===== config.mk =====
export PLATFORM = sky130hd
export DESIGN_NAME = clap_pattern_gen
export DESIGN_NICKNAME = d
export VERILOG_FILES = /design/src/rtl/clap_pkg.sv /design/src/rtl/clap_pattern_gen_sample_tick.sv /design/src/rtl/clap_pattern_gen.sv
export SDC_FILE = /design/constraint.sdc
export NUM_CORES = 1
export LEC_CHECK = 0
export ABC_AREA = 1
export ABC_CLOCK_PERIOD_IN_PS = 2100
export BUFFER_PORTS_ARGS = -buffer_cell sky130_fd_sc_hd__buf_4
export CAP_MARGIN = 20
export CORE_MARGIN = 3
export CORE_UTILIZATION = 61
export CTS_BUF_LIST = sky130_fd_sc_hd__clkbuf_4
export DETAILED_ROUTE_END_ITERATION = 12
export PLACE_DENSITY = 0.95
export SYNTH_ARGS = -nofsm -noshare
export SYNTH_HDL_FRONTEND = slang
export SYNTH_SLANG_ARGS = --single-unit

===== constraint.sdc =====
create_clock -name clk_48 -period 2.1 [get_ports clk_48]
set_clock_uncertainty 0.15 [all_clocks]
set_input_delay 0.21 -clock clk_48 [delete_from_list [all_inputs] [get_ports clk_48]]
set_output_delay 0.21 -clock clk_48 [all_outputs]
set_load 0.05 [all_outputs]

===== src/rtl/clap_pkg.sv =====
// Shared definitions for the clap pattern generator and the clap detector bench:
// FSM state encoding, quiet-level default, noise LFSR constants, latched burst config.
package clap_pkg;

  typedef enum logic [1:0] {
    IDLE   = 2'd0,
    CLAP   = 2'd1,
    GAP    = 2'd2,
    FINISH = 2'd3
  } clap_state_e;

  localparam logic [9:0] DEFAULT_BASELINE = 10'h200;

  // 10-bit Fibonacci LFSR, x^10 + x^7 + 1 (feedback from bits 9 and 6)
  localparam logic [9:0] LFSR_SEED = 10'h155;
  localparam logic [9:0] LFSR_TAPS = 10'h240;

  // Burst parameters captured on accept; lengths stored as (len-1) with 0 mapped to 1
  typedef struct packed {
    logic [9:0]  level;
    logic [7:0]  clap_last;
    logic [11:0] gap_last;
  } burst_cfg_t;

  // Add a signed 3-bit dither to a 10-bit level, clamping to 0..1023
  function automatic logic [9:0] dither_sat(input logic [9:0] base, input logic [2:0] d);
    logic signed [11:0] sum;
    sum = signed'({2'b00, base}) + signed'({{9{d[2]}}, d});
    if (sum < 12'sd0)         return 10'h000;
    else if (sum > 12'sd1023) return 10'h3FF;
    else                      return sum[9:0];
  endfunction

endpackage


===== src/rtl/clap_pattern_gen_sample_tick.sv =====
// sample_tick: divides clk_48 down to one tick every TICK_DIV cycles.
// The tick is high during the last cycle of each sample period; restart
// realigns the period so a new burst's first sample gets full length.
module sample_tick #(
  parameter int unsigned TICK_DIV = 1000
) (
  input  logic clk_48,
  input  logic rst,
  input  logic restart,
  output logic tick
);

  localparam logic [15:0] LAST = 16'(TICK_DIV - 1);

  logic [15:0] cnt;

  assign tick = (cnt == LAST);

  // Free-running modulo-TICK_DIV counter, cleared by reset or restart
  always_ff @(posedge clk_48) begin
    if (rst || restart) cnt <= '0;
    else if (tick)      cnt <= '0;
    else                cnt <= cnt + 16'd1;
  end

endmodule


===== src/rtl/clap_pattern_gen.sv =====
// clap_pattern_gen: emits bursts of rectangular "clap" pulses on a 10-bit
// mic-sample stream, separated by quiet gaps at BASELINE.
// Optional feature: define CLAP_NOISE_EN to add LFSR dither to the quiet level.
module clap_pattern_gen
  import clap_pkg::*;
#(
  parameter logic [9:0]  BASELINE = DEFAULT_BASELINE,
  parameter int unsigned TICK_DIV = 1000
) (
  input  logic        clk_48,
  input  logic        rst,
  input  logic        start,
  input  logic [2:0]  num_claps,
  input  logic [7:0]  clap_len,
  input  logic [11:0] gap_len,
  input  logic [9:0]  clap_level,
  output logic [9:0]  mic_sample,
  output logic        busy,
  output logic        done
);

  clap_state_e state;
  burst_cfg_t  cfg;
  logic [7:0]  clap_cnt;
  logic [11:0] gap_cnt;
  logic [2:0]  claps_rem;
  logic [9:0]  quiet;
  logic        tick;
  logic        accept;

  assign accept = (state == IDLE) && start;

  sample_tick #(.TICK_DIV(TICK_DIV)) u_tick (
    .clk_48  (clk_48),
    .rst     (rst),
    .restart (accept),
    .tick    (tick)
  );

`ifdef CLAP_NOISE_EN
  logic [9:0] lfsr;

  // Noise source, stepped once per emitted sample
  always_ff @(posedge clk_48) begin
    if (rst)       lfsr <= LFSR_SEED;
    else if (tick) lfsr <= {lfsr[8:0], ^(lfsr & LFSR_TAPS)};
  end

  assign quiet = dither_sat(BASELINE, lfsr[2:0]);
`else
  assign quiet = BASELINE;
`endif

  // Burst sequencer: state, sample/gap/clap counters and registered outputs
  always_ff @(posedge clk_48) begin
    if (rst) begin
      state      <= IDLE;
      cfg        <= '0;
      clap_cnt   <= '0;
      gap_cnt    <= '0;
      claps_rem  <= '0;
      mic_sample <= BASELINE;
      busy       <= 1'b0;
      done       <= 1'b0;
    end else begin
      done <= 1'b0;
      case (state)
        IDLE: begin
          mic_sample <= quiet;
          if (start) begin
            cfg.level     <= clap_level;
            cfg.clap_last <= (clap_len == 8'd0)  ? 8'd0  : clap_len - 8'd1;
            cfg.gap_last  <= (gap_len  == 12'd0) ? 12'd0 : gap_len  - 12'd1;
            clap_cnt      <= '0;
            gap_cnt       <= '0;
            if (num_claps == 3'd0) begin
              // Nothing to emit: straight to the single done cycle
              state <= FINISH;
              done  <= 1'b1;
              busy  <= 1'b0;
            end else begin
              state      <= CLAP;
              busy       <= 1'b1;
              mic_sample <= clap_level;
              claps_rem  <= num_claps - 3'd1;
            end
          end
        end

        CLAP: begin
          if (tick) begin
            if (clap_cnt == cfg.clap_last) begin
              clap_cnt   <= '0;
              mic_sample <= quiet;
              if (claps_rem == 3'd0) begin
                state <= FINISH;
                busy  <= 1'b0;
                done  <= 1'b1;
              end else begin
                state <= GAP;
              end
            end else begin
              clap_cnt <= clap_cnt + 8'd1;
            end
          end
        end

        GAP: begin
          mic_sample <= quiet;
          if (tick) begin
            if (gap_cnt == cfg.gap_last) begin
              gap_cnt    <= '0;
              claps_rem  <= claps_rem - 3'd1;
              state      <= CLAP;
              mic_sample <= cfg.level;
            end else begin
              gap_cnt <= gap_cnt + 12'd1;
            end
          end
        end

        FINISH: begin
          // done was raised on entry; this cycle ignores start by construction
          mic_sample <= quiet;
          state      <= IDLE;
        end

        default: state <= IDLE;
      endcase
    end
  end

endmodule

==> results of run 1 <==
layout by cell type (no fill, tap or decap), types with 2 or more instances in the layout:
master / instances
sky130_fd_sc_hd__xnor2_1: 9
sky130_fd_sc_hd__o22ai_1: 16
sky130_fd_sc_hd__buf_4: 60
sky130_fd_sc_hd__nor2_2: 6
sky130_fd_sc_hd__nor3b_1: 5
sky130_fd_sc_hd__nor2_4: 3
sky130_fd_sc_hd__clkinvlp_4: 2
sky130_fd_sc_hd__inv_1: 77
sky130_fd_sc_hd__a31oi_1: 9
sky130_fd_sc_hd__nor3_1: 19
sky130_fd_sc_hd__inv_2: 9
sky130_fd_sc_hd__dlygate4sd3_1: 27
sky130_fd_sc_hd__dfxtp_2: 4
sky130_fd_sc_hd__nand2_2: 9
sky130_fd_sc_hd__nand4_1: 11
sky130_fd_sc_hd__or2_2: 2
sky130_fd_sc_hd__o21ai_1: 2
sky130_fd_sc_hd__o21ai_4: 2
sky130_fd_sc_hd__xor2_1: 16
sky130_fd_sc_hd__a21oi_1: 25
sky130_fd_sc_hd__clkbuf_4: 12
sky130_fd_sc_hd__ha_1: 7
sky130_fd_sc_hd__nand2_1: 161
sky130_fd_sc_hd__o21ai_0: 29
sky130_fd_sc_hd__nand3_1: 42
sky130_fd_sc_hd__bufinv_16: 2
sky130_fd_sc_hd__dfxtp_1: 79
sky130_fd_sc_hd__nor2_1: 63
worst max path at each step:
| stage | cells past startpoint | start | to |
|---|---|---|---|
| 3_5_place_dp | 12 | u_tick.cnt[0] | mic_sample[4] |
| 2_1_floorplan | 11 | u_tick.cnt[0] | gap_cnt[3] |
| 3_3_place_gp | 10 | u_tick.cnt[0] | gap_cnt[5] |
| 5_1_grt | 12 | u_tick.cnt[1] | clap_cnt[5] |
| 4_1_cts | 10 | u_tick.cnt[0] | gap_cnt[9] |
| 6_report | 9 | gap_cnt[6] | gap_cnt[9] |
through the flow:
| stage | TNS [ps] | hold slack (ps) | setup slack (ps) | cells |
|---|---|---|---|---|
| 2_1_floorplan | 0 | 168 | 373 | 632 |
| 3_3_place_gp | 0 | 272 | 239 | 773 |
| 3_5_place_dp | 0 | 272 | 122 | 773 |
| 4_1_cts | 0 | 18.9 | 43.6 | 816 |
| 5_1_grt | -35.5 | 45.0 | -31.4 | 820 |
| 6_report | 0 | 53.5 | 85.1 | 820 |
cell usage after synthesis (all sizes together), types with 2 or more instances:
master and count:
nand4 11, nor3b 5, ha 8, nand2 172, o21ai 33, nor3 20, o22ai 16, or2 3
clkbuf 4, a31oi 9, nand3 44, a21oi 25, dfxtp 83, xor2 16, xnor2 9, clkinv 2
buf 7, inv 87, nor2 73
logic make-up after synthesis:
family,count (synthesis),synth area share (%)
buf+inv,100,9.26
compound gates,86,11.2
fa+ha+maj,8,2.30
xor+xnor,25,5.03
flops,83,38.2
simple gates,330,34.1
power by group:
group | internal (mW) | switching, mW | leakage, nW
Sequential | 1.81 | 0.166 | 0.679
Clock | 0.524 | 0.541 | 0.0838
Combinational | 0.627 | 1.27 | 1.52
Total | 2.96 | 1.97 | 2.29
metal layers:
layer  vias up  routed length, µm  share of wire [%]
met4         0                636                5.0
met3        75                997                7.9
met2       267               6260                 49
li1       2205                  -                  -
met5         -                  0                  0
met1      2168               4770                 38
tightest hold or removal path, stage by stage:
cell and delay (ps):
sky130_fd_sc_hd__buf_4 110, sky130_fd_sc_hd__inv_1 60, sky130_fd_sc_hd__ha_1 140, sky130_fd_sc_hd__o22ai_1 70
flip-flops by register name, indices dropped and copies added, names as in the netlist:
register	flops
busy	1
cfg	30
clap_cnt	8
claps_rem	3
done	1
gap_cnt	12
mic_sample	10
state	2
u_tick.cnt	16
what timing repair did:
action                     in CTS  in global routing
resized for setup               0                 11
setup buffers                   0                  4
hold buffers                   27                  0
setup endpoints to repair       0                 25
hold endpoints to repair       37                  0
cell type report:
type	count	area (µm²)	area share [%]
multi-input combinational	449	2320	43.5
timing repair buffer	87	721	13.5
clock inverter	4	75.1	1.41
tap	96	120	2.25
clock buffer	12	90.1	1.69
sequential	83	1670	31.3
inverter	89	338	6.34
==> metrics.yaml, run 1 <==
grt_use_met1_pct: 33.8
critical-path-max-stage-delay_ps: 410
worstReg2RegStart: "gap_cnt[6]"
syn-mean-instance-area_um2: 6.89
number_of_antenna_violations_at_the_first_check_in_global_routing: 0
timing.critical_path.arrival_ps: 2190
gp_routability_congestion: 0.898
layout-drive-gt1-share_pct: 16.6
die_h_um: 90.5
overall_track_demand_over_capacity_in_global_routing_pct: 30.2
timing.max_slew.rel_slack_pct: 65.7
synthesis.yosys.warnings: 0
hpwl_mm: 8.00
core_area_um2: 6870
path_clk_slew_ps: 130
fill_cells: 431
floorplan.rows: 30
synth_cell_types: 41
firstDrtPassIters: 7
route.antenna.remaining_nets: 0
timing.critical_path.required_ps: 2270
status: "completed"
drt-total-wl_mm: 12.7
utilization_pct: 77.6
place.port_buffers: 47
synth_top_area_share_pct: 38.2
placed_area_um2: 4830
synthesis.instances: 632
routed-via-count: 4715
initial_utilization_pct: 63.4
clock_insertion_delay_worst_skew_ps: 430
root_buffer: "sky130_fd_sc_hd__clkbuf_4"
grtUsageMet3_pct: 7.08
crit_fanout: 8
grt_pass1_wl_mm: 20.4
met2_usage_pct: 52.7
postSynthNetCount: 676
critical_path_class: "reg -> reg"
detail_route.drc_violations: 0
synth.ff_latch_count: 83
worstMarginPinSlew_ps: 510
hold-path-endpoint: "cfg[1]"
regToRegSetupSlack_ps: 90
leakagePower_nw: 2.29
worst_setup_path_start_kind: "register"
worstPathCellList: "inv_1 > nand2_1 > nand4_1 > nor2_1 > nand2_2 > nand2_1 > inv_1 > o21ai_4 > nor2_1"
post-route-min-period_ps: 2010
cts_inserted_buffers: 9
overall_power_after_layout_mw: 4.93
crit_family: "simple AND/OR/NAND/NOR gates"
hold_path_class: "in -> reg"
synth.area.top_cells: "sky130_fd_sc_hd__dfxtp_1 38%, sky130_fd_sc_hd__nand2_1 14%, sky130_fd_sc_hd__inv_1 6.7%, sky130_fd_sc_hd__nor2_1 5.4%, sky130_fd_sc_hd__nand3_1 4.8%"
number_of_enable_flip_flop_cells_after_synthesis: 0
yosysSeqAreaShare_pct: 38.2
ir_worst_vdd_v: 0.000722
avgRoutedWirePerCell_um: 15.4
powerDensity_nw_per_um2: 926
cp-end-kind: "register"
cts_tree: "built"
detail_route.iter0.violations: 558
design_area_um2: 5330
busiest_layer: "met2"
die_width_um: 90.5
via_count_of_the_first_global_routing_pass: 4598
ctsHtreeMaxLevel: 3
period_share_pct: 95.9
pin_count: 48
cp_num_buf_inv: 2
finish.net_count: 763
critical-path-slowest-cell: "sky130_fd_sc_hd__dfxtp_1"
hold_path_depth: 4
clockBufferDepth: 2
grt_max_degree: 19
ys_async_sr_fraction_pct: 0
synth.largest_area_cell: "sky130_fd_sc_hd__dfxtp_1"
cts.sink_count: 83
avgViaCountPerCell: 5.75
fmax_mhz: 496
syn-cell-area_um2: 4350
diodes: 0
synth_top_flop_cell: "sky130_fd_sc_hd__dfxtp_1"
setup_viol_count_final: 0
worstHoldStart: "gap_len[1]"
timing.final.hold_violations: 0
crit-reg2reg-capture: "gap_cnt[9]"
drv_slew: 0
grt_overflow: 0
die_area_um2: 8190
worstRegToRegCells: 9
drv_cap: 0
area_delta_synth_final_pct: 22.5
Note: power is estimated with default switching activity, not from simulation.
==> run 2: changes to the inputs <==
- BUFFER_PORTS_ARGS: -buffer_cell sky130_fd_sc_hd__buf_4 -> -buffer_cell sky130_fd_sc_hd__buf_2
==> metrics.yaml, run 2 (synthesis gave the netlist of run 1 again) <==
fmax_mhz: 477
status: "complete, but fails checks"
worstMarginPinSlew_ps: 498
gp_routability_congestion: 0.883
reg.largest.list: "cfg x30, u_tick.cnt x16, gap_cnt x12"
layout.cells.non_filler: 816
path_clk_slew_ps: 160
top_register: "cfg"
cts_inserted_buffers: 9
critical_path.endpoint: "u_tick.cnt[12]"
finish.net_count: 759
number_of_antenna_violations_at_the_first_check_in_global_routing: 0
period_share_pct: 99.8
drt-total-wl_mm: 12.4
setup_viol_count_final: 0
violations: "hold timing"
detail_route.drc_violations: 0
grt_max_degree: 19
overall_track_demand_over_capacity_in_global_routing_pct: 28.6
worstReg2RegStart: "u_tick.cnt[1]"
hpwl_mm: 7.68
cpMostUsedCell: "sky130_fd_sc_hd__nand2_1"
layout-drive-gt1-share_pct: 16.7
area_delta_synth_final_pct: 18.8
timing.critical_path.required_ps: 2280
floorplan.rows: 30
placed_area_um2: 4710
regToRegSetupSlack_ps: 5
routed-via-count: 4656
most-common-layout-cells: "162 x sky130_fd_sc_hd__nand2_1, 80 x sky130_fd_sc_hd__dfxtp_1, 77 x sky130_fd_sc_hd__inv_1, 62 x sky130_fd_sc_hd__nor2_1, 47 x sky130_fd_sc_hd__buf_2"
place.port_buffers: 47
drv_cap: 0
placedCellCount: 773
startpoint: "u_tick.cnt[1]"
timing.critical_path.arrival_ps: 2270
core_area_um2: 6870
worstPathCellList: "ha_2 > nand2_2 > clkinv_2 > nand2_1 > nor2_1 > nand2_1 > inv_1 > nand2_1 > nor2_1 > nand3_1 > o21ai_0 > a21oi_1"
design_area_um2: 5170
detail_route.iter0.violations: 733
final.hold.worst_slack_ps: -4.33
overall_power_after_layout_mw: 4.88
cp-end-kind: "register"
layout_commonest_cell: "sky130_fd_sc_hd__nand2_1"
pin_count: 48
grt_pass1_wl_mm: 19.5
hold_path_class: "in -> reg"
ir_worst_vdd_v: 0.000734
via_count_of_the_first_global_routing_pass: 4462
avgViaCountPerCell: 5.71
clockBufferDepth: 2
drv_slew: 0
powerDensity_nw_per_um2: 943
critical-path-slowest-cell: "sky130_fd_sc_hd__dfxtp_2"
initial_utilization_pct: 63.4
crit_fanout: 3
post-route-min-period_ps: 2090
avgRoutedWirePerCell_um: 15.2
grt_overflow: 0
utilization_pct: 75.3
critical-path-max-stage-delay_ps: 380
critical_path_class: "reg -> reg"
firstDrtPassIters: 11
cts_tree: "built"
leakagePower_nw: 2.24
path_depth: 12
worstRegToRegCells: 12
crit-reg2reg-capture: "u_tick.cnt[12]"
ctsHtreeMaxLevel: 3
clock_insertion_delay_worst_skew_ps: 440
die_width_um: 90.5
root_buffer: "sky130_fd_sc_hd__clkbuf_4"
die_h_um: 90.5
diodes: 0
worst_setup_path_start_kind: "register"
largest_register_ffs: 30
die_area_um2: 8190
timing.final.hold_violations: 1
cp_num_buf_inv: 2
cts.sink_count: 83
crit_family: "simple AND/OR/NAND/NOR gates"
route.antenna.remaining_nets: 0
timing.max_slew.rel_slack_pct: 66.5
==> run 2: cell count changes in the layout (fill, tap and decap cells not counted), sizes merged <==
cell	before	now
clkbuf	12	10
dlygate4sd3	27	24
clkinvlp	2	1
buf	60	59
clkinv	2	5
==> run 2: routing by layer <==
layer | track usage [%] | wire length (µm) | vias to the layer above
met5 | 0 | 0 | -
met4 | 15.2 | 549 | 0
met3 | 5.08 | 1060 | 73
met2 | 48.6 | 6050 | 292
met1 | 34.2 | 4730 | 2094
li1 | - | - | 2197
==> run 2: cell type report <==
class	instances	area [µm²]
inverter	89	338
timing repair buffer	83	566
fill	458	1700
sequential	83	1670
clock buffer	10	75.1
clock inverter	6	90.1
tap	96	120
multi-input combinational	449	2320
==> run 2: stage by stage <==
stage               TNS [ps]  setup WS [ps]
detailed placement         0           83.7
global route            -388          -88.4
global placement           0            236
CTS                        0           56.3
finish                     0           5.00
floorplan                  0            373
==> run 2: worst min path at each step <==
| stage | startpoint | end | slack (ps) | cells past startpoint |
|---|---|---|---|---|
| after floorplan | gap_len[0] | cfg[0] | 170 | 1 |
| after global placement | cfg[22] | cfg[22] | 280 | 2 |
| after detailed placement | clap_len[0] | cfg[12] | 290 | 2 |
| after CTS | rst | gap_cnt[7] | 0.4 | 2 |
| after global routing | gap_len[6] | cfg[6] | 10 | 3 |
| final | clap_len[3] | cfg[15] | -4 | 3 |
==> run 2: power by group <==
part	internal (mW)	switching, mW
registers	1.81	0.172
logic	0.559	1.24
clock network	0.499	0.601
==> run 2: tightest hold or removal path, delay by kind of cell <==
family | cells | cell delay (ps)
buf+inv | 1 | 120
xor+xnor | 1 | 70
compound gates | 1 | 160
==> run 2: what timing repair did <==
action / in CTS / in global routing
resized for setup: 0 / 10
setup endpoints to repair: 0 / 21
hold buffers: 24 / 0
setup buffers: 0 / 3
hold endpoints to repair: 31 / 0
==> run 3: changes to the inputs <==
- PLACE_DENSITY: 0.95 -> 0.83
==> metrics.yaml, run 3 (synthesis gave the netlist of run 1 again) <==
fmax_mhz: 517
firstDrtPassIters: 5
initial_utilization_pct: 63.4
path_clk_slew_ps: 140
top_register: "cfg"
overall_track_demand_over_capacity_in_global_routing_pct: 25.6
detail_route.drc_violations: 0
ctsHtreeMaxLevel: 3
area_delta_synth_final_pct: 17.4
place.port_buffers: 47
worstMarginPinSlew_ps: 551
root_buffer: "sky130_fd_sc_hd__clkbuf_4"
timing.final.hold_violations: 0
tns_ps: 0
grt_overflow: 0
clockBufferDepth: 2
leakagePower_nw: 2.20
routed-via-count: 4249
cp-end-kind: "register"
die_area_um2: 8190
cts.sink_count: 83
timing.critical_path.arrival_ps: 2100
pin_count: 48
detail_route.iter0.violations: 247
avgViaCountPerCell: 5.21
reg.largest.list: "cfg x30, u_tick.cnt x16, gap_cnt x12"
cts_inserted_buffers: 9
via_count_of_the_first_global_routing_pass: 4026
drt-total-wl_mm: 10.2
route.antenna.remaining_nets: 0
layout_commonest_cell: "sky130_fd_sc_hd__nand2_1"
cts_tree: "built"
crit_fanout: 13
number_of_antenna_violations_at_the_first_check_in_global_routing: 0
rsz0062_at_grt: "false"
timing.critical_path.required_ps: 2270
critical_path_class: "reg -> reg"
post-route-min-period_ps: 1930
worst_setup_path_start_kind: "register"
setup_viol_count_final: 0
drv_cap: 0
hpwl_mm: 7.36
avgRoutedWirePerCell_um: 12.6
grt_max_degree: 19
finish.net_count: 758
most-common-layout-cells: "161 x sky130_fd_sc_hd__nand2_1, 81 x sky130_fd_sc_hd__dfxtp_1, 77 x sky130_fd_sc_hd__inv_1, 61 x sky130_fd_sc_hd__nor2_1, 47 x sky130_fd_sc_hd__buf_2"
floorplan.rows: 30
clock_insertion_delay_worst_skew_ps: 430
drv_slew: 0
status: "completed"
ir_worst_vdd_v: 0.000678
cts_setup_buffers: 0
die_h_um: 90.5
diodes: 0
grt_pass1_wl_mm: 17.5
die_width_um: 90.5
gp_routability_congestion: 0.875
period_share_pct: 92.1
hold_path_class: "in -> reg"
powerDensity_nw_per_um2: 875
core_area_um2: 6870
timing.max_slew.rel_slack_pct: 62.9
overall_power_after_layout_mw: 4.47
largest_register_ffs: 30
layout-drive-gt1-share_pct: 15.9
[run 3: changes by cell type in the layout (fill, tap and decap cells not counted), sizes merged]
cell / delta
buf: -4
clkinvlp: +3
dlygate4sd3: +3
bufinv: -2
clkinv: -2
inv: +2
clkbuf: -1
[run 3: repair_timing]
action	in CTS	in global routing
resized for setup	0	7
endpoints found under the hold margin	36	0
setup endpoints to repair	0	19
hold buffers	27	0
[run 3: final timing paths]
path / startpoint / to / slack, ps / cells after the start
min: clap_len[1] / cfg[13] / 50 / 4
max: u_tick.cnt[0] / gap_cnt[3] / 170 / 11
max reg2reg: u_tick.cnt[0] / gap_cnt[3] / 170 / 11
min reg2reg: u_tick.cnt[0] / u_tick.cnt[0] / 290 / 1
[run 3: metal layers]
| layer | vias up | GRT usage, % | wire [µm] |
|---|---|---|---|
| met4 | 0 | 7.65 | 159 |
| met5 | - | 0 | 0 |
| met1 | 1899 | 32.1 | 4420 |
| met2 | 130 | 44.3 | 5090 |
| met3 | 19 | 5.33 | 564 |
| li1 | 2201 | - | - |
[run 3: stage by stage]
| stage | setup slack [ps] | hold WS, ps | area [µm²] | std cells | util (%) |
|---|---|---|---|---|---|
| floorplan | 373 | 168 | 4350 | 632 | - |
| global placement | 221 | 279 | 4700 | 772 | 68.5 |
| detailed placement | 140 | 287 | 4700 | 772 | 68.5 |
| CTS | 108 | 31.2 | 5090 | 815 | 74.2 |
| global route | 8.26 | 39.0 | 5110 | 815 | 74.4 |
| finish | 167 | 46.1 | 5110 | 815 | 74.4 |
[run 3: critical path: stages (launching register included)]
cell and delay [ps]:
sky130_fd_sc_hd__dfxtp_2 380, sky130_fd_sc_hd__ha_1 210, sky130_fd_sc_hd__nand2_2 70, sky130_fd_sc_hd__clkinv_2 60, sky130_fd_sc_hd__nand3_2 70, sky130_fd_sc_hd__nor2_4 150, sky130_fd_sc_hd__nand3_4 120, sky130_fd_sc_hd__nand2_4 160
sky130_fd_sc_hd__inv_2 110, sky130_fd_sc_hd__nor2_1 130, sky130_fd_sc_hd__xor2_1 160, sky130_fd_sc_hd__nor2_1 50
[run 3: cell type report]
cell class | instances | area [µm²]
sequential | 83 | 1660
clock inverter | 7 | 52.6
tap | 96 | 120
multi-input combinational | 449 | 2300
timing repair buffer | 82 | 566
clock buffer | 9 | 67.6
inverter | 89 | 338
fill | 533 | 1760
[run 3: where the power goes]
| group | switching [mW] | total, mW | internal (mW) |
|---|---|---|---|
| sequential | 0.155 | 1.96 | 1.81 |
| clock | 0.572 | 0.820 | 0.248 |
| combinational | 1.15 | 1.68 | 0.534 |
| total | 1.88 | 4.47 | 2.59 |
